--- src/rtl/adder3_share_sequencer_if.sv ---
// Requester-side bus of the shared three-operand adder sequencer.
// master = requesting datapath, slave = sequencer.
interface adder3_share_sequencer_if #(
  parameter int reg_size = 4
);
  logic [1:0]          req;
  logic [reg_size-1:0] a0, b0, c0;
  logic                cin0;
  logic [reg_size-1:0] a1, b1, c1;
  logic                cin1;
  logic [1:0]          gnt;
  logic                busy;
  logic                done;
  logic                done_id;
  logic [reg_size-1:0] sum;
  logic                cout;

  modport master (
    output req, a0, b0, c0, cin0, a1, b1, c1, cin1,
    input  gnt, busy, done, done_id, sum, cout
  );

  modport slave (
    input  req, a0, b0, c0, cin0, a1, b1, c1, cin1,
    output gnt, busy, done, done_id, sum, cout
  );
endinterface

--- src/rtl/adder3_share_sequencer.sv ---
// Two requesters share one ripple adder. Each op runs two passes:
//   pass 1: {c_mid, s_mid} = a + b + cin
//   pass 2: {cout,  sum}   = s_mid + c + c_mid
// which reproduces the cascaded two-adder result. Round-robin arbitration
// happens only in IDLE; one op occupies the adder for 3 cycles.

// One bit of the shared ripple adder.
module adder3_share_sequencer_fa (
  input  logic a,
  input  logic b,
  input  logic ci,
  output logic s,
  output logic co
);
  assign s  = a ^ b ^ ci;
  assign co = (a & b) | (ci & (a ^ b));
endmodule

module adder3_share_sequencer #(
  parameter int reg_size = 4
) (
  input  logic                      clk,
  input  logic                      rst_n,
  adder3_share_sequencer_if.slave   bus
);

  typedef enum logic [1:0] {IDLE = 2'd0, S1 = 2'd1, S2 = 2'd2} state_t;

  state_t              state_q, state_d;
  logic                last_id_q, last_id_d;
  logic                win_q, win_d;
  logic [reg_size-1:0] op_a_q, op_a_d;
  logic [reg_size-1:0] op_b_q, op_b_d;
  logic [reg_size-1:0] op_c_q, op_c_d;
  logic                op_cin_q, op_cin_d;
  logic [reg_size-1:0] s_mid_q, s_mid_d;
  logic                c_mid_q, c_mid_d;
  logic [1:0]          gnt_q, gnt_d;
  logic                busy_q, busy_d;
  logic                done_q, done_d;
  logic                done_id_q, done_id_d;
  logic [reg_size-1:0] sum_q, sum_d;
  logic                cout_q, cout_d;

  // Shared adder operands and result
  logic [reg_size-1:0] add_x, add_y, add_s;
  logic                add_ci;
  logic [reg_size:0]   cy;

  logic                nxt_win;

  // Operand mux: pass 1 uses a/b/cin, pass 2 reuses the adder for s_mid/c/c_mid
  always_comb begin
    add_x  = op_a_q;
    add_y  = op_b_q;
    add_ci = op_cin_q;
    if (state_q == S2) begin
      add_x  = s_mid_q;
      add_y  = op_c_q;
      add_ci = c_mid_q;
    end
  end

  assign cy[0] = add_ci;

  genvar g;
  generate
    for (g = 0; g < reg_size; g++) begin : g_bit
      adder3_share_sequencer_fa u_fa (
        .a  (add_x[g]),
        .b  (add_y[g]),
        .ci (cy[g]),
        .s  (add_s[g]),
        .co (cy[g+1])
      );
    end
  endgenerate

  // Round-robin pick: lone requester wins, on contention the one not served last
  assign nxt_win = (bus.req == 2'b11) ? ~last_id_q : bus.req[1];

  // Next-state and registered-output logic
  always_comb begin
    state_d   = state_q;
    last_id_d = last_id_q;
    win_d     = win_q;
    op_a_d    = op_a_q;
    op_b_d    = op_b_q;
    op_c_d    = op_c_q;
    op_cin_d  = op_cin_q;
    s_mid_d   = s_mid_q;
    c_mid_d   = c_mid_q;
    gnt_d     = 2'b00;
    busy_d    = busy_q;
    done_d    = 1'b0;
    done_id_d = done_id_q;
    sum_d     = sum_q;
    cout_d    = cout_q;
    case (state_q)
      IDLE: begin
        if (|bus.req) begin
          win_d     = nxt_win;
          last_id_d = nxt_win;
          op_a_d    = nxt_win ? bus.a1   : bus.a0;
          op_b_d    = nxt_win ? bus.b1   : bus.b0;
          op_c_d    = nxt_win ? bus.c1   : bus.c0;
          op_cin_d  = nxt_win ? bus.cin1 : bus.cin0;
          gnt_d     = nxt_win ? 2'b10 : 2'b01;
          busy_d    = 1'b1;
          state_d   = S1;
        end
      end
      S1: begin
        s_mid_d = add_s;
        c_mid_d = cy[reg_size];
        state_d = S2;
      end
      S2: begin
        sum_d     = add_s;
        cout_d    = cy[reg_size];
        done_d    = 1'b1;
        done_id_d = win_q;
        busy_d    = 1'b0;
        state_d   = IDLE;
      end
      default: begin
        busy_d  = 1'b0;
        state_d = IDLE;
      end
    endcase
  end

  // State and datapath registers; reset aborts any op in flight
  always_ff @(posedge clk or negedge rst_n) begin
    if (!rst_n) begin
      state_q   <= IDLE;
      last_id_q <= 1'b1;
      win_q     <= 1'b0;
      op_a_q    <= '0;
      op_b_q    <= '0;
      op_c_q    <= '0;
      op_cin_q  <= 1'b0;
      s_mid_q   <= '0;
      c_mid_q   <= 1'b0;
      gnt_q     <= 2'b00;
      busy_q    <= 1'b0;
      done_q    <= 1'b0;
      done_id_q <= 1'b0;
      sum_q     <= '0;
      cout_q    <= 1'b0;
    end else begin
      state_q   <= state_d;
      last_id_q <= last_id_d;
      win_q     <= win_d;
      op_a_q    <= op_a_d;
      op_b_q    <= op_b_d;
      op_c_q    <= op_c_d;
      op_cin_q  <= op_cin_d;
      s_mid_q   <= s_mid_d;
      c_mid_q   <= c_mid_d;
      gnt_q     <= gnt_d;
      busy_q    <= busy_d;
      done_q    <= done_d;
      done_id_q <= done_id_d;
      sum_q     <= sum_d;
      cout_q    <= cout_d;
    end
  end

  assign bus.gnt     = gnt_q;
  assign bus.busy    = busy_q;
  assign bus.done    = done_q;
  assign bus.done_id = done_id_q;
  assign bus.sum     = sum_q;
  assign bus.cout    = cout_q;

endmodule

--- src/flat_wrapper.sv ---
// flat-port wrapper written by rule: the top's interface ports become plain ports
module adder3_share_sequencer_flat 
#(
  parameter int reg_size = 4
)
  (clk, rst_n, bus_req, bus_a0, bus_b0, bus_c0, bus_cin0, bus_a1, bus_b1, bus_c1, bus_cin1, bus_gnt, bus_busy, bus_done, bus_done_id, bus_sum, bus_cout);
  adder3_share_sequencer_if #(.reg_size(reg_size)) bus_i ();
  input  logic clk;
  input  logic rst_n;
  input wire logic [$bits(bus_i.req)-1:0] bus_req;
  input wire logic [$bits(bus_i.a0)-1:0] bus_a0;
  input wire logic [$bits(bus_i.b0)-1:0] bus_b0;
  input wire logic [$bits(bus_i.c0)-1:0] bus_c0;
  input wire logic [$bits(bus_i.cin0)-1:0] bus_cin0;
  input wire logic [$bits(bus_i.a1)-1:0] bus_a1;
  input wire logic [$bits(bus_i.b1)-1:0] bus_b1;
  input wire logic [$bits(bus_i.c1)-1:0] bus_c1;
  input wire logic [$bits(bus_i.cin1)-1:0] bus_cin1;
  output wire logic [$bits(bus_i.gnt)-1:0] bus_gnt;
  output wire logic [$bits(bus_i.busy)-1:0] bus_busy;
  output wire logic [$bits(bus_i.done)-1:0] bus_done;
  output wire logic [$bits(bus_i.done_id)-1:0] bus_done_id;
  output wire logic [$bits(bus_i.sum)-1:0] bus_sum;
  output wire logic [$bits(bus_i.cout)-1:0] bus_cout;
  assign bus_i.req = bus_req;
  assign bus_i.a0 = bus_a0;
  assign bus_i.b0 = bus_b0;
  assign bus_i.c0 = bus_c0;
  assign bus_i.cin0 = bus_cin0;
  assign bus_i.a1 = bus_a1;
  assign bus_i.b1 = bus_b1;
  assign bus_i.c1 = bus_c1;
  assign bus_i.cin1 = bus_cin1;
  assign bus_gnt = bus_i.gnt;
  assign bus_busy = bus_i.busy;
  assign bus_done = bus_i.done;
  assign bus_done_id = bus_i.done_id;
  assign bus_sum = bus_i.sum;
  assign bus_cout = bus_i.cout;
  adder3_share_sequencer #(.reg_size(reg_size)) u_core (.clk(clk), .rst_n(rst_n), .bus(bus_i));
endmodule
--- config.mk ---
export PLATFORM = sky130hd
export DESIGN_NAME = adder3_share_sequencer_flat
export DESIGN_NICKNAME = d
export VERILOG_FILES = /design/src/rtl/adder3_share_sequencer_if.sv /design/src/rtl/adder3_share_sequencer.sv /design/src/flat_wrapper.sv
export SDC_FILE = /design/constraint.sdc
export NUM_CORES = 1
export LEC_CHECK = 0
export CORE_ASPECT_RATIO = 1.1
export CORE_MARGIN = 2
export CORE_UTILIZATION = 39
export CTS_BUF_LIST = sky130_fd_sc_hd__clkbuf_8 sky130_fd_sc_hd__clkbuf_16
export DETAILED_ROUTE_END_ITERATION = 6
export PLACE_DENSITY = 0.72
export SYNTH_ARGS = -nofsm -noshare
export SYNTH_HDL_FRONTEND = slang
export SYNTH_SLANG_ARGS = --single-unit
--- constraint.sdc ---
create_clock -name clk -period 3.8 [get_ports clk]
set_clock_uncertainty 0.1 [all_clocks]
set_input_delay 0.95 -clock clk [delete_from_list [all_inputs] [get_ports clk]]
set_output_delay 0.95 -clock clk [all_outputs]
set_load 0.005 [all_outputs]
==> results.txt <==
status: complete, no violations
largest cells by area after synthesis: dfrtp_1 47%, mux2_4 8.1%, mux2_2 7.5%, inv_1 6.8%, o221ai_2 6.3%
io pins: 40
DRC: 0
CTS resizes: 0
Syn Inst Count: 135
required time worst endpoint: 3870 ps
post-route minimum period: 3295 ps
share of power burned in registers: 35.8%
Syn. warnings: 0
Async SR Flop Fraction: 100.0%
Worst Setup EP: u_core.s_mid_q[3]
initial detailed-routing violation count: 18
Primary FF master, synth: dfrtp_1
WP depth: 7
Die Y: 72.41 um
Slew @ Worst Pin: 694.4 ps
cells along the critical path: nand2b_1 > mux2_4 > fa_1 > fa_1 > fa_1 > fa_1 > mux2_2
Finished Layout Cells: 229
CTS Sinks: 32
Worst-Skew Late Latency: 280 ps
Vias/cell: 4.886
Remaining Overflow, GRT: 0
hold_ws: 389.7 ps
worst setup path startpoint: u_core.state_q[0]
post-synthesis sequential area ratio: 48.34%
unrepaired setup endpoints after global routing: false
Leak: 1.027 nW
Total GRT Usage: 16.24%
Netlist cell types: 21
largest fanout on the critical path: 8
Rows: 24
crit-path leading delay family: adder cells
EDFF count, synth: 0
element type at the critical path end: flip-flop
PD cells: 798.7 mW/mm2
1st-pass router iterations: 4
Clock Pin Slew Worst Setup and Hold Paths: 60 ps
Clk pwr share: 15.3%
Min-Delay Path Class: flip-flop to flip-flop
r2r startpoint: u_core.state_q[0]
most frequent CP cell: fa_1
most common cell in the synthesized netlist: dfrtp_1
Hold Fails Final Rpt: 0
switching power: 0.5846 mW
antenna violations before repair: 0
Worst Path Arrival: 3360 ps
Routed Antenna Nets: 0
number of port buffers: 39
starting density of the core: 41.23%
Filler cells: 370
Synth top area share: 46.76%
share of layout cells above drive strength 1: 25.42%
Reg-to-Reg End: u_core.s_mid_q[3]
post-synthesis register bit count: 32
multi-input gate area in the final layout: 668.1 um2
CP Class: flip-flop to flip-flop
placed wire-length estimate: 2478 um
internal reg-to-reg setup slack: 500 ps
Area Overhead vs Synth: 29.64%
Sw Ratio: 34.03%
crit start category: flip-flop
routed wire length: 3313 um
root buf cell: clkbuf_8
vias in the first global route: 1,230
Max Cap Viol: 0
placed insts: 221
hold_buf cts: 0
f_max: 303.5 MHz
TritonCTS Buffers: 5
# setup viols final: 0
DR vias: 1,119
Setup TNS: 0 ps
Worst slew margin: 53.70%
Final #Nets: 210
first-pass GRT wire length: 5727 um
synth cell count leaders: 31 x dfrtp_1, 30 x inv_1, 11 x mux2_2, 9 x mux2_4
Avg WL per Cell: 14.47 um
Die Area: 0.004792 mm2
post-synth net total: 169
largest net degree at the start of global routing: 33
CTS tree: yes
Final Max Slew Viols: 0
Peak VDD IR: 0.3765 mV
Register Area: 802.0 um2
Crit-path slowest cell: fa_1
reg2reg path depth: 7
Max H-tree Level: 2
cell area after synthesis: 0.001659 mm2
Die Wd: 66.19 um
CP max stage delay: 460 ps
final period utilization: 86.71%
cell-internal power: 1.133 mW
Comb power frac: 48.9%
worst path buffer plus inverter count: 0
Final GP Congestion: 0.7382
largest buffer count on any clock path: 2
post-CTS setup buffers: 0
Yosys top cell by area: dfrtp_1
Core ar.: 0.004024 mm2
syn_area_per_cell: 12.29 um2
ant diodes: 0
final core area utilization: 53.45%
placed cells by master, fill, tap and decap left out, types with 6 or more instances in the layout:
| cell | count |
|---|---|
| mux2_2 | 11 |
| o221ai_2 | 7 |
| o21ai_2 | 6 |
| mux2_4 | 9 |
| o21ai_0 | 7 |
| dfrtp_1 | 31 |
| clkdlybuf4s50_1 | 39 |
| clkbuf_8 | 6 |
| o221ai_1 | 6 |
| inv_1 | 32 |
worst register-to-register path, stage by stage, from the launching register on:
cell and delay, ps:
dfrtp_1 390, nand2b_1 350, mux2_4 400, fa_1 460, fa_1 390, fa_1 390, fa_1 450, mux2_2 270
how the worst min path moves through the flow:
stage                startpoint                to  slack, ps  cells past startpoint
2_1_floorplan      u_core.win_q      u_core.win_q        350                      2
3_3_place_gp       u_core.win_q      u_core.win_q        380                      2
6_report           u_core.win_q      u_core.win_q        390                      2
5_1_grt        u_core.last_id_q  u_core.last_id_q        430                      2
3_5_place_dp       u_core.win_q      u_core.win_q        380                      2
4_1_cts            u_core.win_q      u_core.win_q        400                      2
power by group through the flow:
stage / Sequential, mW / Clock [mW] / Combinational, mW
after floorplan: 0.591 / 0 / 0.643
after global placement: 0.617 / 0 / 0.799
after detailed placement: 0.623 / 0 / 0.847
after CTS: 0.617 / 0.272 / 0.851
after global routing: 0.637 / 0.288 / 0.934
final: 0.614 / 0.263 / 0.840
layer usage:
| layer | track usage, % | vias to the layer above | wire [um] |
|---|---|---|---|
| li1 | - | 536 | - |
| met1 | 19.66 | 542 | 1413 |
| met2 | 26.00 | 33 | 1649 |
| met3 | 4.341 | 8 | 154 |
| met4 | 9.297 | 0 | 96 |
| met5 | 0 | - | 0 |
kinds of logic (layout without fill, tap and decap cells):
logic type                 after synthesis  after routing  synth area share, %
DFF                                     32             32                48.34
and+or+nand+nor                         12             12                4.073
buffers and inverters                   38             80                11.39
muxes                                   20             20                15.61
AOI/OAI and AO/OA                       29             29                15.76
adders and majority gates                4              4                4.827
metrics by stage:
step	total power [mW]	setup WS [ps]	cell area [um2]
final	1.718	504.9	2151
after detailed placement	1.470	509.8	2061
after floorplan	1.234	599.9	1659
after global routing	1.859	387.7	2151
after CTS	1.740	501.4	2151
after global placement	1.416	588.0	2061
state kept, by name, summed over array words and instances (netlist names), 2 cells and up:
| signal | flops |
|---|---|
| u_core.bus.gnt | 2 |
| u_core.op_b_q | 4 |
| u_core.op_a_q | 4 |
| u_core.bus.sum | 4 |
| u_core.state_q | 2 |
| u_core.s_mid_q | 4 |
| u_core.op_c_q | 4 |
area by class of cell:
| type | instances | share of cell area [%] |
|---|---|---|
| sequential | 32 | 37.29 |
| multi-input combinational | 65 | 31.06 |
| timing repair buffer | 42 | 19.20 |
| inverter | 30 | 5.236 |
| clock buffer | 6 | 3.839 |
| tap | 52 | 3.025 |
| clock inverter | 2 | 0.3490 |
(Power assumes the default switching activity.)
